===== src/rtl/vga_pkg.sv =====
// Shared framebuffer geometry and fill FSM encoding for the vmem write path.
// Contents:
//   H_RES, V_RES, PIXEL_COUNT  framebuffer geometry (row pitch, lines, total pixels)
//   PIX_W                      RGB332 pixel width
//   fill_state_t               rectangle-fill FSM state encoding
package vga_pkg;

    localparam int H_RES       = 640;
    localparam int V_RES       = 400;
    localparam int PIXEL_COUNT = H_RES * V_RES;
    localparam int PIX_W       = 8;

    typedef enum logic [1:0] {
        S_IDLE  = 2'd0,
        S_SETUP = 2'd1,
        S_RUN   = 2'd2,
        S_DONE  = 2'd3
    } fill_state_t;

endpackage


===== src/rtl/vmem_rect_walker.sv =====
// Address walker for a clipped rectangle. Loads base/width/height, then steps
// column-major-within-row through every pixel address of the rectangle, one
// step per asserted advance. While advance is low all counters hold.
// Ports:
//   cpu_clk   in   clock
//   reset     in   synchronous active-high reset
//   load      in   latch base and clipped size, restart at the top-left pixel
//   advance   in   step to the next pixel
//   base      in   32  address of the top-left pixel
//   w_clip    in   10  clipped width (non-zero when a walk follows)
//   h_clip    in   10  clipped height (non-zero when a walk follows)
//   cur_addr  out  32  address of the current pixel
//   last_pix  out  1   current pixel is the bottom-right one
module vmem_rect_walker
    import vga_pkg::*;
(
    input  logic        cpu_clk,
    input  logic        reset,
    input  logic        load,
    input  logic        advance,
    input  logic [31:0] base,
    input  logic [9:0]  w_clip,
    input  logic [9:0]  h_clip,
    output logic [31:0] cur_addr,
    output logic        last_pix
);

    logic [9:0]  col;
    logic [9:0]  row;
    logic [9:0]  col_last;
    logic [9:0]  row_last;
    logic [31:0] row_base;
    logic [31:0] cur;

    always_ff @(posedge cpu_clk) begin
        if (reset) begin
            col      <= '0;
            row      <= '0;
            col_last <= '0;
            row_last <= '0;
            row_base <= '0;
            cur      <= '0;
        end else if (load) begin
            col      <= '0;
            row      <= '0;
            col_last <= w_clip - 10'd1;
            row_last <= h_clip - 10'd1;
            row_base <= base;
            cur      <= base;
        end else if (advance) begin
            if (col == col_last) begin
                // End of a row: jump to the start of the next line.
                col      <= '0;
                row      <= row + 10'd1;
                row_base <= row_base + 32'(H_RES);
                cur      <= row_base + 32'(H_RES);
            end else begin
                col <= col + 10'd1;
                cur <= cur + 32'd1;
            end
        end
    end

    assign cur_addr = cur;
    assign last_pix = (col == col_last) && (row == row_last);

endmodule


===== src/rtl/vmem_fill_arbiter.sv =====
// Single write master for the 640x400 RGB332 framebuffer. CPU pixel writes
// pass straight through (one cycle latency) and always win; a rectangle fill
// engine uses the cycles in which the CPU is not writing.
//
// state | meaning
// ------+-----------------------------------------------------------
// IDLE  | waiting for fill_start; parameters latched on the pulse
// SETUP | clip rectangle to the screen, compute base, load walker
// RUN   | emit one fill pixel per cycle without cpu_wr
// DONE  | fill_done pulse, back to IDLE next cycle
//
// Ports:
//   cpu_clk, reset                          clock, synchronous active-high reset
//   cpu_wr, cpu_addr, cpu_data              CPU pixel write
//   fill_start, fill_x/y/w/h, fill_color    fill request
//   fill_busy, fill_done                    fill status
//   vm_wr, vm_addr, vm_data                 registered framebuffer write port
module vmem_fill_arbiter
    import vga_pkg::*;
(
    input  logic             cpu_clk,
    input  logic             reset,
    input  logic             cpu_wr,
    input  logic [31:0]      cpu_addr,
    input  logic [PIX_W-1:0] cpu_data,
    input  logic             fill_start,
    input  logic [9:0]       fill_x,
    input  logic [9:0]       fill_y,
    input  logic [9:0]       fill_w,
    input  logic [9:0]       fill_h,
    input  logic [PIX_W-1:0] fill_color,
    output logic             fill_busy,
    output logic             fill_done,
    output logic             vm_wr,
    output logic [31:0]      vm_addr,
    output logic [PIX_W-1:0] vm_data
);

    fill_state_t state, state_nxt;

    logic [9:0]       fx, fy, fw, fh;
    logic [PIX_W-1:0] fcolor;

    logic [10:0] rem_w, rem_h;
    logic [9:0]  w_clip, h_clip;
    logic        rect_empty;
    logic [31:0] base;
    logic [31:0] cur_addr;
    logic        last_pix;
    logic        cpu_ok;
    logic        fill_go;

    // Clipping arithmetic is only meaningful when the origin is on screen;
    // otherwise rect_empty routes the fill straight to DONE.
    always_comb begin
        rem_w      = 11'(H_RES) - {1'b0, fx};
        rem_h      = 11'(V_RES) - {1'b0, fy};
        w_clip     = ({1'b0, fw} < rem_w) ? fw : rem_w[9:0];
        h_clip     = ({1'b0, fh} < rem_h) ? fh : rem_h[9:0];
        rect_empty = ({1'b0, fx} >= 11'(H_RES)) || ({1'b0, fy} >= 11'(V_RES))
                     || (fw == 10'd0) || (fh == 10'd0);
        // y*640 as shifts: 640 = 512 + 128.
        base       = ({22'd0, fy} << 9) + ({22'd0, fy} << 7) + {22'd0, fx};
    end

    assign cpu_ok  = cpu_wr && (cpu_addr < 32'(PIXEL_COUNT));
    // Any CPU strobe, even an out-of-range one, takes the cycle from the fill.
    assign fill_go = (state == S_RUN) && !cpu_wr;

    vmem_rect_walker u_walker (
        .cpu_clk  (cpu_clk),
        .reset    (reset),
        .load     (state == S_SETUP),
        .advance  (fill_go),
        .base     (base),
        .w_clip   (w_clip),
        .h_clip   (h_clip),
        .cur_addr (cur_addr),
        .last_pix (last_pix)
    );

    always_comb begin
        state_nxt = state;
        case (state)
            S_IDLE:  if (fill_start) state_nxt = S_SETUP;
            S_SETUP: state_nxt = rect_empty ? S_DONE : S_RUN;
            S_RUN:   if (fill_go && last_pix) state_nxt = S_DONE;
            S_DONE:  state_nxt = S_IDLE;
            default: state_nxt = S_IDLE;
        endcase
    end

    always_ff @(posedge cpu_clk) begin
        if (reset) begin
            state   <= S_IDLE;
            fx      <= '0;
            fy      <= '0;
            fw      <= '0;
            fh      <= '0;
            fcolor  <= '0;
            vm_wr   <= 1'b0;
            vm_addr <= '0;
            vm_data <= '0;
        end else begin
            state <= state_nxt;
            if (state == S_IDLE && fill_start) begin
                fx     <= fill_x;
                fy     <= fill_y;
                fw     <= fill_w;
                fh     <= fill_h;
                fcolor <= fill_color;
            end
            vm_wr <= cpu_ok || fill_go;
            if (cpu_ok) begin
                vm_addr <= cpu_addr;
                vm_data <= cpu_data;
            end else if (fill_go) begin
                vm_addr <= cur_addr;
                vm_data <= fcolor;
            end
        end
    end

    assign fill_busy = (state != S_IDLE);
    assign fill_done = (state == S_DONE);

endmodule


===== config.mk =====
export PLATFORM = sky130hd
export DESIGN_NAME = vmem_fill_arbiter
export DESIGN_NICKNAME = d
export VERILOG_FILES = /design/src/rtl/vga_pkg.sv /design/src/rtl/vmem_rect_walker.sv /design/src/rtl/vmem_fill_arbiter.sv
export SDC_FILE = /design/constraint.sdc
export NUM_CORES = 1
export LEC_CHECK = 0
export CAP_MARGIN = 5
export CORE_MARGIN = 5
export CORE_UTILIZATION = 61
export DETAILED_ROUTE_END_ITERATION = 8
export GPL_TIMING_DRIVEN = 0
export PLACE_DENSITY = 0.86
export SLEW_MARGIN = 10
export SYNTH_ARGS = -nofsm -noshare
export SYNTH_HDL_FRONTEND = slang
export SYNTH_HIERARCHICAL = 1
export SYNTH_SLANG_ARGS = --single-unit

===== constraint.sdc =====
create_clock -name cpu_clk -period 6.6 [get_ports cpu_clk]
set_clock_uncertainty 0.05 [all_clocks]
set_input_delay 1.98 -clock cpu_clk [delete_from_list [all_inputs] [get_ports cpu_clk]]
set_output_delay 1.98 -clock cpu_clk [all_outputs]
set_load 0.02 [all_outputs]

=== Word-level counts from Yosys, hierarchy flattened ===
Cells that the tools add are included.

* Bits of input ports: 92
* Output and inout port bits: 43
* Bits in registers: 195
* Logic and storage cells: 75

* Magnitude comparators: 5
* Equality and inequality tests: 7
* Mux-type cells: 17
* Reductions and logical operators: 21
* $add $sub $neg: 10

{| class="wikitable"
|+ Operator list
! cell !! number
|-
| $mux W32 || 8
|-
| $add A32 B1 Y32 const B || 1
|-
| $add A32 B10 Y32 const B || 1
|-
| $lt A32 B18 Y1 const B || 1
|-
| $mux W10 || 3
|-
| $lt A10 B11 Y1 || 2
|-
| $add A20 B10 Y21 || 1
|-
| $add A10 B1 Y10 const B || 2
|-
| $add A19 B17 Y20 || 1
|-
| $eq A10 B10 Y1 || 2
|-
| $logic_not A10 Y1 || 2
|-
| $sub A10 B1 Y10 const B || 2
|-
| $mux W8 || 2
|-
| $sub A10 B10 Y11 const A || 1
|-
| $sub A9 B10 Y11 const A || 1
|-
| $ge A10 B10 Y1 const B || 1
|-
| $ge A10 B9 Y1 const B || 1
|-
| $pmux W2 S4 || 1
|-
| $reduce_bool A2 Y1 || 4
|-
| $reduce_and A2 Y1 || 3
|-
| $logic_and A1 B1 Y1 || 5
|-
| $eq A2 B2 Y1 const B || 2
|-
| $logic_or A1 B1 Y1 || 4
|-
| $mux W2 || 2
|-
| 7 further kinds || 7
|}

=== Depth between registers and ports, before layout ===
Gate-level depths: netlist (run 1).

* Word-level depth: 6
* Gate-level depth with buffers: 19
* Gate-level depth less buffers: 18

=== Cells and area by module ===
Netlist (run 1), hierarchy kept.

{| class="wikitable"
|+ Modules (own cells, without submodules)
! module !! seq. area each (µm²) !! times used !! cells each !! area an instance (µm²)
|-
| vmem_rect_walker || 2082.0 || 1 || 761 || 6053.3
|-
| vmem_fill_arbiter || 1821.7 || 1 || 663 || 5107.4
|}

=== Least setup slack after synthesis (run 1) ===
Ideal clock, no wire load.

* Path type: input to register
* Start point: in cpu_wr
* End point: reg u_walker.row_base[29]
* Path buffers: 3
* Stages on the path: 9
* Slack: 2.631 ns
* Arrival time: 3.828 ns
* Required time: 6.459 ns
* Library setup time: 0.091 ns
* Path through: nand2b_1 -> clkbuf_1 -> inv_2 -> clkbuf_1 -> nand3_1 -> or3_1 -> buf_2 -> or3_1 -> a311oi_1

* Cells in the longest elaborated chain, start to end: 4

{| class="wikitable"
|+ Ends and longest elaborated chain
! item !! line !! source
|-
| from (decl) || vmem_fill_arbiter.sv:23 || <nowiki>input logic cpu_wr,</nowiki>
|-
| $logic_not A1 Y1 || vmem_fill_arbiter.sv:68 || <nowiki>assign fill_go = (state == S_RUN) && !cpu_wr;</nowiki>
|-
| $logic_and A1 B1 Y1 || vmem_fill_arbiter.sv:68 ||
|-
| via fill_go || vmem_fill_arbiter.sv:51 || <nowiki>logic fill_go;</nowiki>
|-
| $reduce_bool A2 Y1 (no source line) || n/a ||
|-
| $reduce_and A2 Y1 (no source line) || n/a ||
|-
| to (signal assigned) || vmem_rect_walker.sv:48 || <nowiki>row_base <= base;</nowiki>
|-
| to (signal assigned) || vmem_rect_walker.sv:55 || <nowiki>row_base <= row_base + 32'(H_RES);</nowiki>
|-
| to (decl) || vmem_rect_walker.sv:32 || <nowiki>logic [31:0] row_base;</nowiki>
|}

The timed path passes the listed nets, and every way through them passes these cells.
A chain may end at the register's enable or synchronous reset.

=== Worst setup path after layout (run 1) ===
* Start point: in cpu_wr
* End point: reg u_walker.cur[20], in the netlist u_walker/cur_addr[20]

* Cells in the longest elaborated chain, start to end: 3

{| class="wikitable"
|+ Ends and longest elaborated chain
! item !! line !! source
|-
| $logic_not A1 Y1 || vmem_fill_arbiter.sv:68 ||
|-
| $logic_and A1 B1 Y1 || vmem_fill_arbiter.sv:68 ||
|-
| via fill_go || vmem_fill_arbiter.sv:51 ||
|-
| $reduce_bool A2 Y1 (no source line) || n/a ||
|-
| to (signal assigned) || vmem_rect_walker.sv:49 || <nowiki>cur <= base;</nowiki>
|-
| to (signal assigned) || vmem_rect_walker.sv:56 || <nowiki>cur <= row_base + 32'(H_RES);</nowiki>
|-
| to (signal assigned) || vmem_rect_walker.sv:59 || <nowiki>cur <= cur + 32'd1;</nowiki>
|-
| to (decl) || vmem_rect_walker.sv:33 || <nowiki>logic [31:0] cur;</nowiki>
|}

The timed path passes the listed nets, and every way through them passes these cells.

==> results.py, run 1 <==
metrics = {
    "power_and_ir_drop": {
        "vdd.ir_drop.worst_mv": 0.249,
        "p_int_mw": 2.84,
        "p_sw_mw": 2.28,
        "power_leakage_nw": 4.97,
        "switching_share_pct": 44.5,
        "powerDensity_mw_per_mm2": 381,
        "seqPwrFrac_pct": 34.8,
        "clockPowerShare_pct": 20.0,
        "total_power_mw": 5.12,
        "power_frac_comb_pct": 45.2,
    },
    "logic_synthesis": {
        "syn_area_mm2": 0.0112,
        "synth_cell_types": 78,
        "synth_top_family_by_area": "simple AND/OR/NAND/NOR gates",
        "muxShareOfSynthArea_pct": 2.84,
        "yosys.area_share.simple_pct": 23.5,
        "ys_seq_elements": 195,
        "synth_xor_area_share_pct": 9.65,
        "synth_compound_area_share_pct": 18.3,
        "syn_avg_cell_area_um2": 7.84,
        "synthAdderAreaFrac_pct": 5.96,
        "yosys_warnings": 6,
        "postSynth.asyncResetShare_pct": 0,
        "synth_edf_count": 0,
        "synth_ff_type": "dfxtp_1",
        "synthCells": 1424,
        "seq_area_frac_synth_pct": 35.0,
    },
    "cts": {
        "cts_max_path_buffers": 2,
        "cts_buffers": 17,
        "post_cts_resized": 0,
        "cts_root_buffer": "clkbuf_16",
        "cts-htree-levels": 4,
        "clk_latency_ns": 0.45,
        "clkTransAtPathRegs_ns": 0.07,
        "holdBufCountCts": 0,
        "clock_sinks": 195,
        "tritoncts": "done",
        "post_cts_buffers": 0,
    },
    "worst_setup_path": {
        "r2r_end": "u_walker/col_last[9]$_SDFFE_PP0P_",
        "worstSetupPathType": "input port to flop",
        "worst-r2r-setup-slack_ns": 2.10,
        "reg2regPathDepth": 19,
        "cp_slowest_cell": "clkbuf_1",
        "startpoint_type": "input port",
        "worstPathArrival_ns": 5.27,
        "rr_startpoint": "fx[0]$_SDFFE_PP0P_",
        "cp.required_ns": 6.91,
        "crit_chain": "clkdlybuf4s50_1, nand2b_1, clkbuf_1, inv_2, clkbuf_1, nand3_1, or3_1, buf_2, nor2_1, a22oi_1, o22ai_1",
        "crit_end": "u_walker/cur_addr[20]$_SDFFE_PP0P_",
        "max_stage_delay_ns": 0.57,
        "path_max_fanout": 13,
        "crit_start": "cpu_wr",
        "cp_common_cell": "clkbuf_1",
        "end_kind": "flop",
    },
    "global_routing": {
        "grt_overflow_total": 0,
        "grt_pass1_vias": 10700,
        "track_usage_pct": 31.0,
        "grt_pass1_wl_mm": 54.1,
        "grt_max_degree": 20,
        "antenna_found_initial": 0,
    },
    "detailed_routing": {
        "drt_iter0_drc": 1134,
        "drt-pass1-iter-count": 6,
        "drt_wl_total_mm": 34.1,
        "wl_per_cell_um": 18.6,
        "route.vias.total": 11200,
        "drtAntennaViolNets": 0,
        "vias_per_cell": 6.08,
        "route.detailed.drc": 0,
    },
    "min_path": {
        "hp-class": "flop to flop",
        "hold_path_depth": 2,
    },
    "finish": {
        "final_util_pct": 74.7,
        "antenna_cells": 0,
        "fin_nets": 1737,
        "drive_gt1_share_pct": 4.67,
        "synthToLayoutAreaGrowth_pct": 20.3,
        "multiInputGateArea_mm2": 0.00679,
        "fillers": 1404,
        "seqCellArea_mm2": 0.00390,
    },
    "die": {
        "initial_core_util_pct": 62.1,
        "die_w_um": 145,
        "die_h_um": 145,
        "num_rows": 49,
        "ios": 135,
        "die-area_mm2": 0.0211,
        "core_area_mm2": 0.0180,
    },
    "place": {
        "portBuffers": 134,
        "place_congestion": 0.946,
        "dp_hpwl_mm": 25.5,
    },
    "sta": {
        "finalCritPeriodShare_pct": 75.1,
        "finalSetupViolCount": 0,
        "rsz0062_at_grt": "false",
        "drv_slew": 0,
        "worst_slew_pin_slew_ns": 0.931,
        "fmax_mhz": 202,
        "slew_headroom_pct": 37.6,
        "setup_tns_ns": 0,
        "hold_viol": 0,
        "period_needed_ns": 4.96,
    },
    "run_status": {
        "status": "complete, no violations",
    },
    "run": {
        "maxCapViolCount": 0,
    },
}
-- through the flow --
stage                     cell area (um2)  hold WS, ns  instances  setup WS [ns]
final                               13400        0.407       1835           1.64
after global routing                13400        0.425       1835           1.48
after CTS                           13400        0.408       1835           1.75
after detailed placement            12800        0.397       1803           1.30
after global placement              12800        0.393       1803           1.30
after floorplan                     11200        0.383       1440           2.63
-- cells by family after synthesis --
family                     after synthesis
xor gates and xnor gates               123
and+or+nand+nor                        573
muxes                                   29
AOI/OAI and AO/OA                      316
DFF                                    195
adders and majority gates               52
other                                    1
buffers and inverters                  135
-- synth_stat cells (15+ instances only) --
cell,instances,share of area (%)
nand3_1,31,1.4
ha_1,50,5.6
inv_1,53,1.8
nor3_1,25,1.1
clkbuf_1,58,2.0
a21oi_1,132,5.9
a211oi_1,28,1.9
xnor2_1,73,5.7
dfxtp_1,195,35
nor4_1,15,0.84
o21ai_0,28,1.3
a311oi_1,30,2.4
xor2_1,50,3.9
nand4_1,27,1.5
and3_1,21,1.2
mux2i_1,20,1.8
nand2_1,269,9.0
nor2_1,136,4.6
-- power by group through the flow --
stage               combinational (mW)  sequential [mW]  clock [mW]
finish                            2.31             1.78        1.02
global route                      2.51             1.82        1.08
CTS                               2.26             1.77        1.03
detailed placement                2.23             1.79           0
global placement                  2.17             1.79           0
floorplan                         1.60             1.71           0
-- sequential cells by signal (all words and copies together), names as in the netlist --
name,count
u_walker/cur_addr,32
u_walker/row_base,32
vm_addr,32
fh,10
fw,10
fx,10
fy,10
u_walker/col,10
u_walker/col_last,10
u_walker/row,10
u_walker/row_last,10
fcolor,8
vm_data,8
state,2
vm_wr,1
-- critical path, delay by kind of cell --
kind / cells / cell delay, ns
AOI/OAI and AO/OA: 2 / 0.46
buffers and inverters: 5 / 1.58
and+or+nand+nor: 4 / 1.24
-- routing by layer --
metal  vias up  wire [um]  track usage [%]
met1      5255      13900             39.4
met2       511      15800             50.7
met4         0       1520             14.1
li1       5281          -                -
met5         -          0                0
met3       115       2790             6.39
-- cell usage in the layout (no fill, tap or decap), types with 25 or more instances in the layout --
master           synthesis  layout
xor2_1                  50      50
o21ai_0                 28      28
ha_1                    50      50
nand3_1                 31      31
dfxtp_1                195     195
xnor2_1                 73      73
a211oi_1                28      28
nand2_1                269     269
nor3_1                  25      25
clkdlybuf4s50_1          0     134
clkbuf_1                58      58
nand4_1                 27      27
a21oi_1                132     132
a311oi_1                30      30
nor2_1                 136     136
inv_1                   53      53
-- layout make-up --
type / instances / share of cell area, %
Timing Repair Buffer: 134 / 9.99
Multi-Input combinational cell: 1110 / 50.5
Inverter: 54 / 1.51
Buffer: 81 / 2.45
Sequential cell: 195 / 29.1
Clock buffer: 18 / 3.27
Clock inverter: 14 / 1.03
Tap cell: 229 / 2.13
-- worst min-delay path by stage --
stage	endpoint	startpoint	slack [ns]
3_5_place_dp	vm_addr[28]$_SDFFE_PP0P_	vm_addr[28]$_SDFFE_PP0P_	0.40
6_report	vm_addr[18]$_SDFFE_PP0P_	vm_addr[18]$_SDFFE_PP0P_	0.41
2_1_floorplan	u_walker/row_base[6]$_SDFFE_PP0P_	u_walker/row_base[6]$_SDFFE_PP0P_	0.38
5_1_grt	vm_addr[28]$_SDFFE_PP0P_	vm_addr[28]$_SDFFE_PP0P_	0.42
3_3_place_gp	vm_addr[28]$_SDFFE_PP0P_	vm_addr[28]$_SDFFE_PP0P_	0.39
4_1_cts	vm_addr[28]$_SDFFE_PP0P_	vm_addr[28]$_SDFFE_PP0P_	0.41
Power figures use the tool's default switching activity.
==> run 2: changes to the inputs <==
Settings changed: CORE_UTILIZATION 61 to 51, PLACE_DENSITY 0.86 to 0.77.
Clock period 6.6 ns to 4 ns, I/O delays scaled along.
==> results.py, run 2 (synthesis gave the netlist of run 1 again) <==
metrics = {
    "sta": {
        "fmax_mhz": 260,
        "rsz0062_at_grt": "true",
        "finalSetupViolCount": 0,
        "hold_viol": 0,
        "finalCritPeriodShare_pct": 96.3,
        "worst_slew_pin_slew_ns": 0.946,
        "slew_headroom_pct": 36.6,
        "drv_slew": 0,
        "worst_slack_ns": 0.147,
        "period_needed_ns": 3.85,
        "hold_ws_ns": 0.405,
    },
    "die": {
        "num_rows": 54,
        "ios": 135,
        "core_area_mm2": 0.0217,
        "initial_core_util_pct": 51.5,
        "die-area_mm2": 0.0249,
        "die_h_um": 158,
        "die_w_um": 158,
    },
    "cts": {
        "cts-htree-levels": 4,
        "clk_latency_ns": 0.44,
        "tritoncts": "done",
        "cts_root_buffer": "clkbuf_16",
        "cts_buffers": 17,
        "holdBufCountCts": 0,
        "cts_max_path_buffers": 2,
        "clkTransAtPathRegs_ns": 0.08,
        "clock_sinks": 195,
    },
    "place": {
        "dp_hpwl_mm": 25.8,
        "place_congestion": 0.945,
        "portBuffers": 134,
        "post_dp_cell_area_mm2": 0.0129,
        "post-place-ws_ns": -0.615,
        "dp_cells": 1854,
    },
    "worst_setup_path": {
        "reg2regPathDepth": 17,
        "r2r_end": "u_walker/col_last[9]$_SDFFE_PP0P_",
        "worstPathArrival_ns": 4.16,
        "end_kind": "flop",
        "path_max_fanout": 8,
        "worst-r2r-setup-slack_ns": 0.15,
        "cp.required_ns": 4.30,
        "rr_startpoint": "fx[1]$_SDFFE_PP0P_",
        "startpoint_type": "flop",
        "worstSetupPathType": "flop to flop",
    },
    "power_and_ir_drop": {
        "powerDensity_mw_per_mm2": 635,
        "vdd.ir_drop.worst_mv": 0.366,
        "power_leakage_nw": 5.04,
    },
    "finish": {
        "drive_gt1_share_pct": 6.68,
        "fin_nets": 1748,
        "fillers": 1886,
        "final_cell_mix": "nand2_1, dfxtp_1, nor2_1",
        "finalNonFillerCells": 1897,
        "finish.instance_area_mm2": 0.0137,
        "antenna_cells": 0,
        "synthToLayoutAreaGrowth_pct": 22.8,
        "final_common_cell": "nand2_1",
    },
    "min_path": {
        "hold_path_startpoint": "vm_addr[31]$_SDFFE_PP0P_",
        "hp-class": "flop to flop",
        "hold_path_depth": 2,
        "hold_end": "vm_addr[31]$_SDFFE_PP0P_",
    },
    "detailed_routing": {
        "wl_per_cell_um": 18.2,
        "route.vias.total": 11200,
        "drt_iter0_drc": 1128,
        "route.detailed.drc": 0,
        "drt_wl_total_mm": 34.6,
        "drtAntennaViolNets": 0,
        "vias_per_cell": 5.88,
        "drt-pass1-iter-count": 7,
    },
    "run_status": {
        "status": "complete, no violations",
    },
    "global_routing": {
        "grt_pass1_wl_mm": 53.3,
        "grt_overflow_total": 0,
        "antenna_found_initial": 0,
        "grt_max_degree": 19,
        "track_usage_pct": 26.7,
        "grt_pass1_vias": 10400,
    },
    "run": {
        "maxCapViolCount": 0,
    },
}
[run 2: changes by cell type in the layout (fill, tap and decap cells not counted), sizes merged]
| cell | change |
|---|---|
| clkbuf | -1 |
| clkinv | -1 |
| inv | -1 |
| buf | +12 |
| bufinv | +2 |
[run 2: worst max-delay path by stage]
stage / from / end / slack, ns / depth (start not counted)
after floorplan: fy[0]$_SDFFE_PP0P_ / u_walker/row_last[9]$_SDFFE_PP0P_ / 0.30 / 18
after global placement: cpu_wr / u_walker/cur_addr[20]$_SDFFE_PP0P_ / -0.60 / 11
after detailed placement: cpu_wr / u_walker/row_base[21]$_SDFFE_PP0P_ / -0.61 / 11
after CTS: fx[0]$_SDFFE_PP0P_ / u_walker/col_last[9]$_SDFFE_PP0P_ / 0.04 / 19
after global routing: fx[0]$_SDFFE_PP0P_ / u_walker/col_last[9]$_SDFFE_PP0P_ / -0.11 / 19
final: fx[1]$_SDFFE_PP0P_ / u_walker/col_last[9]$_SDFFE_PP0P_ / 0.15 / 17
[run 2: repair_timing]
action / 4_1_cts / 5_1_grt
gates resized for setup: 7 / 22
endpoints found under the hold margin: 0 / 0
cloned: 0 / 1
setup buffers: 0 / 11
pin swaps: 0 / 4
setup endpoints to repair: 32 / 8
[run 2: per-layer routing]
metal	track usage [%]	part of all wire, %
met4	9.30	3.1
met3	5.60	8.0
met5	0	0
met1	34.7	41
met2	44.3	47
[run 2: critical path, cell delays in order, from the launching register on]
cell,delay (ns)
dfxtp_2,0.40
inv_1,0.07
ha_2,0.19
and3_1,0.21
a21boi_0,0.28
xnor2_1,0.19
ha_1,0.29
a21o_1,0.16
a31oi_1,0.13
o21ai_1,0.10
buf_6,0.14
mux2_2,0.32
nor3_4,0.22
nand2_1,0.10
or3_1,0.36
nor3_2,0.23
xnor2_2,0.11
a211oi_2,0.22
[run 2: layout make-up]
type | count | area [um2] | area share (%)
flip-flops and latches | 195 | 3910 | 28.6
repair buffers | 146 | 1430 | 10.4
inverters | 54 | 203 | 1.48
multi-input cells | 1110 | 6880 | 50.2
clock inverters | 14 | 165 | 1.21
clock buffers | 18 | 429 | 3.13
well taps | 280 | 350 | 2.56
plain buffers | 80 | 332 | 2.42
[run 2: through the flow]
stage	setup TNS [ns]	util [%]	power [mW]
2_1_floorplan	0	-	5.46
3_3_place_gp	-29.50	59.5	6.52
3_5_place_dp	-31.40	59.5	6.62
4_1_cts	0	62.4	8.43
5_1_grt	-0.195	63.2	9.19
6_report	0	63.2	8.70
[run 2: power breakdown]
part | switching, mW | leakage (nW) | internal, mW
clock | 0.826 | 0.278 | 0.942
combinational | 2.41 | 3.17 | 1.58
sequential | 0.567 | 1.59 | 2.38
